**config.mk**
```make
export PLATFORM = sky130hd
export DESIGN_NAME = if_pc_gen
export DESIGN_NICKNAME = d
export VERILOG_FILES = /design/src/rtl/if_pc_gen.sv
export SDC_FILE = /design/constraint.sdc
export NUM_CORES = 1
export LEC_CHECK = 0
export BUFFER_PORTS_ARGS = -buffer_cell sky130_fd_sc_hd__buf_4
export CAP_MARGIN = 40
export CORE_MARGIN = 2
export CORE_UTILIZATION = 57
export CTS_CLUSTER_SIZE = 40
export DETAILED_ROUTE_END_ITERATION = 6
export HOLD_SLACK_MARGIN = 0.03
export PLACE_DENSITY = 0.95
export SLEW_MARGIN = 10
export SYNTH_ARGS = -nofsm -noshare
export SYNTH_HDL_FRONTEND = slang
export SYNTH_SLANG_ARGS = --single-unit
```
**constraint.sdc**
```tcl
create_clock -name clk -period 4.9 [get_ports clk]
set_input_delay 0.98 -clock clk [delete_from_list [all_inputs] [get_ports clk]]
set_output_delay 0.98 -clock clk [all_outputs]
set_load 0.05 [all_outputs]
```
**src/rtl/if_pc_gen.sv**
```systemverilog
// Fetch-address generator: issues block-aligned ICache requests, applies
// exception/EX/predictor redirects and parks backend redirects seen during a stall.
module if_pc_gen #(
  parameter int              WORD        = 32,
  parameter int              FETCH_WIDTH = 2,
  parameter logic [WORD-1:0] RESET_PC    = 'h1c000000,
  parameter int              N_STALL     = 3,
  parameter int              EPOCH_W     = 2
) (
  input  logic                   clk,
  input  logic                   rst,
  input  logic [N_STALL-1:0]     stall_vec,
  input  logic                   pre_branch,
  input  logic [WORD-1:0]        pre_pc,
  input  logic                   ex_branch,
  input  logic [WORD-1:0]        ex_pc,
  input  logic                   exc_redirect,
  input  logic [WORD-1:0]        exc_pc,
  input  logic                   fetch_ready,
  output logic                   fetch_valid,
  output logic [WORD-1:0]        pc_out,
  output logic [FETCH_WIDTH-1:0] fetch_mask,
  output logic [EPOCH_W-1:0]     epoch,
  output logic                   redirect_pending
);

  localparam int              OFF   = (FETCH_WIDTH > 1) ? $clog2(FETCH_WIDTH) : 0;
  localparam int              BW    = WORD - OFF - 2;
  localparam logic [WORD-1:0] ALIGN = {{(WORD-2){1'b1}}, 2'b00};

  typedef enum logic [1:0] {BOOT, RUN, HOLD} state_t;

  state_t              state_q;
  logic [WORD-1:0]     pc_q;
  logic [WORD-1:0]     pending_pc_q;
  logic                valid_q;
  logic [EPOCH_W-1:0]  epoch_q;

  logic                stall;
  logic                bred_vld;
  logic [WORD-1:0]     bred_pc;
  logic                fire;
  logic [WORD-1:0]     seq_pc;

  assign stall    = |stall_vec;
  assign bred_vld = exc_redirect | ex_branch;
  assign bred_pc  = (exc_redirect ? exc_pc : ex_pc) & ALIGN;
  assign fire     = valid_q & fetch_ready & ~stall;
  assign seq_pc   = {pc_q[WORD-1:OFF+2] + BW'(1), {(OFF+2){1'b0}}};

  always_ff @(posedge clk or posedge rst) begin
    if (rst) begin
      state_q      <= BOOT;
      pc_q         <= RESET_PC;
      pending_pc_q <= '0;
      valid_q      <= 1'b0;
      epoch_q      <= '0;
    end else begin
      case (state_q)
        BOOT: begin
          state_q <= RUN;
          valid_q <= 1'b1;
        end
        RUN: begin
          if (bred_vld) begin
            epoch_q <= epoch_q + EPOCH_W'(1);
            if (stall) begin
              pending_pc_q <= bred_pc;
              state_q      <= HOLD;
              valid_q      <= 1'b0;
            end else begin
              pc_q <= bred_pc;
            end
          end else if (fire) begin
            pc_q <= pre_branch ? (pre_pc & ALIGN) : seq_pc;
          end
        end
        HOLD: begin
          // A redirect landing in the release cycle wins over the parked one.
          if (bred_vld) begin
            epoch_q      <= epoch_q + EPOCH_W'(1);
            pending_pc_q <= bred_pc;
          end
          if (!stall) begin
            pc_q    <= bred_vld ? bred_pc : pending_pc_q;
            state_q <= RUN;
            valid_q <= 1'b1;
          end
        end
        default: begin
          state_q <= BOOT;
          valid_q <= 1'b0;
        end
      endcase
    end
  end

  assign fetch_valid      = valid_q;
  assign pc_out           = pc_q;
  assign epoch            = epoch_q;
  assign redirect_pending = (state_q == HOLD);

  // Slots before the entry slot of an unaligned target are not part of this fetch.
  if (FETCH_WIDTH == 1) begin : g_single
    assign fetch_mask = '1;
  end else begin : g_multi
    logic [OFF-1:0] slot;
    assign slot = pc_q[OFF+1:2];
    for (genvar i = 0; i < FETCH_WIDTH; i++) begin : g_slot
      assign fetch_mask[i] = (OFF'(i) >= slot);
    end
  end

endmodule

```
==> run metrics, run 1 <==
Layout Utilization 74.1%; register clock-pin slew on the reported worst setup and hold paths 80 ps; commonest non-fill, non-tap cells in the layout sky130_fd_sc_hd__buf_4, sky130_fd_sc_hd__o21ai_0, sky130_fd_sc_hd__nand2_1; Row Count 33; synthesized net count 709; sw frac 52.0%; achievable clock frequency 0.323 GHz; fraction of registers with async set/reset 100%; WHS Endpoint pending_pc_q[14]; unrepaired setup endpoints after global routing no; cts-stage hold buffer count 0; filler cell count in the final layout 582; clock buffer count from CTS 9; CP required 5130 ps; clock tree from TritonCTS built; Vias per Instance 6.92; Die Y-Extent 96.2 µm; worst clock skew on the final layout 11.4 ps; Routed WL 16.7 mm; flip-flop and latch count after synthesis 68; mean cell area of the mapped netlist 8.07 µm²; worst setup slack before clock tree synthesis 1510 ps; HPWL after DPL 11.7 mm; pin count of the biggest net entering global routing 85; worst-case setup margin in the final layout 1800 ps; cell family with most CP delay compound AO/OA/AOI/OAI gates; largest cells by area after synthesis sky130_fd_sc_hd__dfrtp_1, sky130_fd_sc_hd__o21ai_0, sky130_fd_sc_hd__nand2_1; Layout Cell Area excl Fill 6090 µm²; Comb pwr share 57.1%; layout overhead on the synthesized area 25.8%; most frequent standard cell in the layout excluding fill and tap cells sky130_fd_sc_hd__buf_4; final sum of negative setup slack 0 ps; critical path peak fanout 84; total of max-cap violations 0; part of the power in registers 29.1%; delay of the slowest critical-path stage 760 ps; initial core utilization 58.9%; first-pass GRT wire length 26.5 mm; Detailed Route Iter0 Violations 842; Seq/Total Area, Yosys 35.2%; critical path, cell by cell buf_4, a211oi_1, o32ai_4, buf_4, nand2_1, o22ai_1, nor2_1; CP Launch Type input pin; type of the worst setup path input pin to flop; maximum buffer depth of the clock tree 2; Arrival @ worst endpoint 3340 ps; area used by multi-input combinational logic 2890 µm²; Max rail drop VDD 0.419 mV; Reg2Reg Depth 7; share of total power in the clock network 13.8%; setup violators final 0; reg2reg setup slack 2240 ps; top cell type by total area after synthesis sky130_fd_sc_hd__dfrtp_1; Root Buffer Master sky130_fd_sc_hd__clkbuf_8; clock sink total 68; number of routed nets with antenna violations 0; # IOs 143; die boundary width 96.2 µm; CP bufs+invs 2; NetSw 2060 µW; hold crit path type flop to flop; Mapped Area 4840 µm²; Power per Cell Area 651 nW/µm²; Hold Path Origin pending_pc_q[14]; run status complete, no violations; cell internal pwr 1900 µW; number of distinct library cells after synthesis 69; Synth Warn # 0; quantity of I/O buffers inserted on ports 135; vias in the first global route 5,259; most frequent cell on the critical path sky130_fd_sc_hd__buf_4; DRC violations left 0; worst hold path cell count 2; count of final hold-check violations 0; slowest stage cell, crit path sky130_fd_sc_hd__o32ai_4; DR vias 5,664; Critical R2R Launch state_q[0]; number of gates resized after cts 0; share of post-route cells with drive strength above 1 24.9%; shortest clock period the worst path allows after layout 3100 ps; ys flop type sky130_fd_sc_hd__dfrtp_1; Slew HR 39.5%; # nets final 818; Core Area 8220 µm²; leakage power of the design 0.00274 µW; depth of the CTS H-tree 3; endpoint class of the critical path flop; post-CTS repair timing setup buffer count 0; residual overflow from global routing 0; post-route clock period utilization 63.3%; first drt pass iteration count 6; total global routing track utilization 37.4%; endpoint of the most critical register-to-register path pc_out[13]; EDFF count, synth 0; clock insertion delay at the later pin of the skew report 360 ps; GP Congestion 0.930; Design Power 3970 µW; Final Max Tran Viols 0; number of inserted diodes 0; WL per Instance 20.4 µm; worst slew pin tran 908 ps; area occupied by registers 1710 µm²; number of cells produced by synthesis 600; Synth top area share 33.6%; initial antenna violation count 0; DP Area 5870 µm²; Die ar. 9250 µm²
-- routing by layer --
| metal | up-vias | share of wire [%] | track usage (%) |
|---|---|---|---|
| met3 | 93 | 15 | 9.01 |
| li1 | 2444 | - | - |
| met5 | - | 0 | 0 |
| met1 | 2628 | 36 | 51.1 |
| met4 | 0 | 4.9 | 19.6 |
| met2 | 499 | 44 | 54.9 |
-- cells by family after synthesis --
| family | after synthesis | share of synthesized area, % |
|---|---|---|
| AOI/OAI and AO/OA | 230 | 30.4 |
| and+or+nand+nor | 194 | 19.7 |
| DFF | 68 | 35.2 |
| buffers and inverters | 64 | 5.58 |
| muxes | 31 | 6.51 |
| xor gates and xnor gates | 8 | 1.45 |
| adders and majority gates | 4 | 1.03 |
| other | 1 | 0.0774 |
-- area by class of cell --
class,instances,share of cell area (%)
clock buffer,10,2.26
clock inverter,6,1.44
sequential,68,28.0
inverter,21,1.29
timing repair buffer,141,17.5
tap,105,2.16
multi-input combinational,468,47.4
-- metrics by stage --
step	std cells	hold WS, ps
floorplan	600	442
global placement	802	457
detailed placement	803	471
CTS	819	487
global route	819	504
finish	819	482
-- state kept, by name, summed over array words and instances, names as in the netlist --
name          cells
pending_pc_q     32
epoch             2
pc_out           32
state_q           2
-- cells in the mapped netlist, types with 6 or more instances --
library cell	number
sky130_fd_sc_hd__o21ai_0	82
sky130_fd_sc_hd__nand2_1	81
sky130_fd_sc_hd__dfrtp_1	65
sky130_fd_sc_hd__a21oi_1	41
sky130_fd_sc_hd__mux2i_1	27
sky130_fd_sc_hd__nor2_1	27
sky130_fd_sc_hd__clkbuf_1	25
sky130_fd_sc_hd__inv_1	19
sky130_fd_sc_hd__nand3_1	18
sky130_fd_sc_hd__a21boi_0	14
sky130_fd_sc_hd__a21o_1	10
sky130_fd_sc_hd__nand2b_1	9
sky130_fd_sc_hd__o22ai_1	9
sky130_fd_sc_hd__a31oi_1	8
sky130_fd_sc_hd__and3_1	8
sky130_fd_sc_hd__buf_2	8
sky130_fd_sc_hd__nand4_1	8
sky130_fd_sc_hd__nor2b_1	8
sky130_fd_sc_hd__nor3_1	8
sky130_fd_sc_hd__a221oi_1	7
sky130_fd_sc_hd__xnor2_1	7
sky130_fd_sc_hd__o31ai_1	6
sky130_fd_sc_hd__o41ai_1	6
-- worst register-to-register path: stages, from the launching register on --
cell	delay [ps]
sky130_fd_sc_hd__dfrtp_1	440
sky130_fd_sc_hd__inv_1	120
sky130_fd_sc_hd__ha_1	180
sky130_fd_sc_hd__buf_4	410
sky130_fd_sc_hd__clkinv_1	500
sky130_fd_sc_hd__a21oi_1	530
sky130_fd_sc_hd__o21ai_0	180
sky130_fd_sc_hd__a22o_1	200
-- how the worst max path moves through the flow --
| stage | from | endpoint | slack, ps | cells after the start |
|---|---|---|---|---|
| after global routing | exc_redirect | pc_out[15] | 1660 | 6 |
| after detailed placement | exc_redirect | pc_out[13] | 1510 | 6 |
| final | exc_redirect | pc_out[14] | 1800 | 7 |
| after floorplan | rst | epoch[0] | 2210 | 1 |
| after global placement | exc_redirect | pc_out[16] | 1550 | 6 |
| after CTS | exc_redirect | pc_out[13] | 1880 | 6 |
-- power groups by stage --
stage	Clock (µW)	Combinational [µW]	Sequential [µW]
global placement	0	2090	1120
detailed placement	0	2200	1140
floorplan	0	1110	1530
CTS	536	2220	1140
global route	563	2420	1180
finish	546	2270	1150
Note: power is estimated with default switching activity, not from simulation.
==> run 2, diff against run 1 <==
--- a/config.mk
+++ b/config.mk
@@ -8,11 +8,11 @@
 export BUFFER_PORTS_ARGS = -buffer_cell sky130_fd_sc_hd__buf_4
 export CAP_MARGIN = 40
 export CORE_MARGIN = 2
-export CORE_UTILIZATION = 57
+export CORE_UTILIZATION = 48
 export CTS_CLUSTER_SIZE = 40
 export DETAILED_ROUTE_END_ITERATION = 6
 export HOLD_SLACK_MARGIN = 0.03
-export PLACE_DENSITY = 0.95
+export PLACE_DENSITY = 0.86
 export SLEW_MARGIN = 10
 export SYNTH_ARGS = -nofsm -noshare
 export SYNTH_HDL_FRONTEND = slang
==> constraint.sdc (replaced) <==
create_clock -name clk -period 2.52 [get_ports clk]
set_input_delay 0.504 -clock clk [delete_from_list [all_inputs] [get_ports clk]]
set_output_delay 0.504 -clock clk [all_outputs]
set_load 0.05 [all_outputs]
==> run 2 against run 1 <==
Power up 96%. Flip-flop and latch count stayed put. Utilization fell by 9.3 points. Clock power grew 100%. Non-clock buffer count increased by 21. Die area increased by 18%. Via count shrank 4.4%. Largest cell class unchanged. Clock skew is 3.6 ps lower.
==> run metrics, run 2 (synthesized netlist as in run 1, its figures left out) <==
run status complete, no violations (unchanged); Root Buffer Master sky130_fd_sc_hd__clkbuf_8 (unchanged); hold crit path type input pin to asynchronous set/reset pin (was flop to flop); initial core utilization 49.5% (was 58.9%); CP required 2750 ps (was 5130 ps); Core Area 9770 µm² (was 8220 µm²); Final Max Tran Viols 0 (unchanged); Max rail drop VDD 0.605 mV (was 0.419 mV); residual overflow from global routing 0 (unchanged); endpoint class of the critical path flop (unchanged); type of the worst setup path flop to flop (was input pin to flop); Power per Cell Area 1230 nW/µm² (was 651 nW/µm²); Die Y-Extent 104 µm (was 96.2 µm); total global routing track utilization 30.3% (was 37.4%); clock tree from TritonCTS built (unchanged); leakage power of the design 0.00287 µW (was 0.00274 µW); placed instance count 852 (was 803); setup violators final 0 (unchanged); maximum buffer depth of the clock tree 2 (unchanged); register clock-pin slew on the reported worst setup and hold paths 70 ps (was 80 ps); unrepaired setup endpoints after global routing no (unchanged); final std cells w/o fill 868 (was 819); clock sink total 68 (unchanged); die boundary width 104 µm (was 96.2 µm); Arrival @ worst endpoint 2530 ps (was 3340 ps); quantity of I/O buffers inserted on ports 135 (unchanged); critical path peak fanout 27 (was 84); Routed WL 16.5 mm (was 16.7 mm); clock insertion delay at the later pin of the skew report 360 ps (about the same); post-route clock period utilization 91.5%; Slew HR 63.2% (was 39.5%); pin count of the biggest net entering global routing 69 (was 85); share of post-route cells with drive strength above 1 26.8% (was 24.9%); layout overhead on the synthesized area 30.8% (was 25.8%); WL per Instance 19.1 µm (was 20.4 µm); number of routed nets with antenna violations 0 (unchanged); CP Launch Type flop (was input pin); vias in the first global route 5,168 (was 5,259); HPWL after DPL 12.3 mm (was 11.7 mm); worst slew pin tran 546 ps (was 908 ps); first-pass GRT wire length 26.4 mm (was 26.5 mm); post-CTS repair timing setup buffer count 0 (unchanged); most frequent standard cell in the layout excluding fill and tap cells sky130_fd_sc_hd__buf_4 (unchanged); number of inserted diodes 0 (unchanged); Detailed Route Iter0 Violations 448 (was 842); # nets final 839 (was 818); final sum of negative setup slack 0 ps (unchanged); DR vias 5,417 (was 5,664); Row Count 36 (was 33); total of max-cap violations 0 (unchanged); number of gates resized after cts 0 (unchanged); initial antenna violation count 0 (unchanged); cts-stage hold buffer count 0 (unchanged); # IOs 143 (unchanged); worst clock skew on the final layout 7.86 ps (was 11.4 ps); Die ar. 10,900 µm² (was 9250 µm²); achievable clock frequency 0.433 GHz; Vias per Instance 6.24 (was 6.92); shortest clock period the worst path allows after layout 2310 ps; depth of the CTS H-tree 3 (unchanged); DRC violations left 0 (unchanged); reg2reg setup slack 210 ps (was 2240 ps); count of final hold-check violations 0 (unchanged); GP Congestion 0.937 (was 0.930); commonest non-fill, non-tap cells in the layout sky130_fd_sc_hd__buf_4, sky130_fd_sc_hd__o21ai_0, sky130_fd_sc_hd__nand2_1 (unchanged); clock buffer count from CTS 9 (unchanged); first drt pass iteration count 7 (was 6)
run 2: cell types whose count changed in the layout (fill, tap and decap cells not counted):
cell                         before  now
sky130_fd_sc_hd__buf_12           0    4
sky130_fd_sc_hd__bufinv_16        2    3
sky130_fd_sc_hd__buf_4          140  158
sky130_fd_sc_hd__clkinv_2         1    2
sky130_fd_sc_hd__clkinvlp_4       3    0
sky130_fd_sc_hd__clkbuf_1         0    2
sky130_fd_sc_hd__buf_8            1    0
sky130_fd_sc_hd__clkbuf_8        10    9
run 2: path summary, 6_finish.rpt:
kind | endpoint | cells after the start | start
worst max-delay path | pc_out[21] | 8 | state_q[0]
worst min-delay path | epoch[1] | 3 | rst
worst max register to register | pc_out[21] | 8 | state_q[0]
worst min register to register | epoch[1] | 1 | epoch[1]
max in group asynchronous | pc_out[28] | 3 | rst
min in group clk | pending_pc_q[12] | 3 | ex_pc[12]
run 2: layout make-up:
type | instances | area (µm²)
clock buffer | 11 | 131
clock inverter | 5 | 100
fill | 809 | 3440
inverter | 21 | 78.8
multi-input combinational | 468 | 2890
sequential | 68 | 1710
tap | 133 | 166
timing repair buffer | 162 | 1270
run 2: layer usage:
layer  global-route usage (%)  wire [µm]  vias up
met5                        0          0        -
met1                     41.8       6950     2597
li1                         -          -     2482
met4                     11.4        343        0
met2                     48.1       7780      305
met3                     4.57       1460       33
run 2: stage by stage:
step | hold WS [ps] | setup slack [ps] | utilization (%) | power (µW) | area, µm²
finish | 229 | 213 | 64.8 | 7800 | 6330
global route | 258 | 101 | 64.8 | 8260 | 6330
CTS | 241 | 300 | 64.8 | 7750 | 6330
detailed placement | 467 | 242 | 62.4 | 6650 | 6100
global placement | 458 | 254 | 62.4 | 6510 | 6100
floorplan | 442 | 32.7 | - | 5140 | 4840
run 2: report_power, final:
part | internal [µW] | switching, µW | total [µW]
logic | 1600 | 2900 | 4500
registers | 1660 | 541 | 2200
clock network | 655 | 447 | 1100
run 2: worst max-delay path, cell delays in order, from the launching register on:
cell                       delay, ps
sky130_fd_sc_hd__dfrtp_1         430
sky130_fd_sc_hd__inv_1           110
sky130_fd_sc_hd__ha_1            300
sky130_fd_sc_hd__buf_4           350
sky130_fd_sc_hd__nor2b_1         180
sky130_fd_sc_hd__a221oi_1        300
sky130_fd_sc_hd__nor3_1           70
sky130_fd_sc_hd__a21oi_1         290
sky130_fd_sc_hd__o211ai_1        130
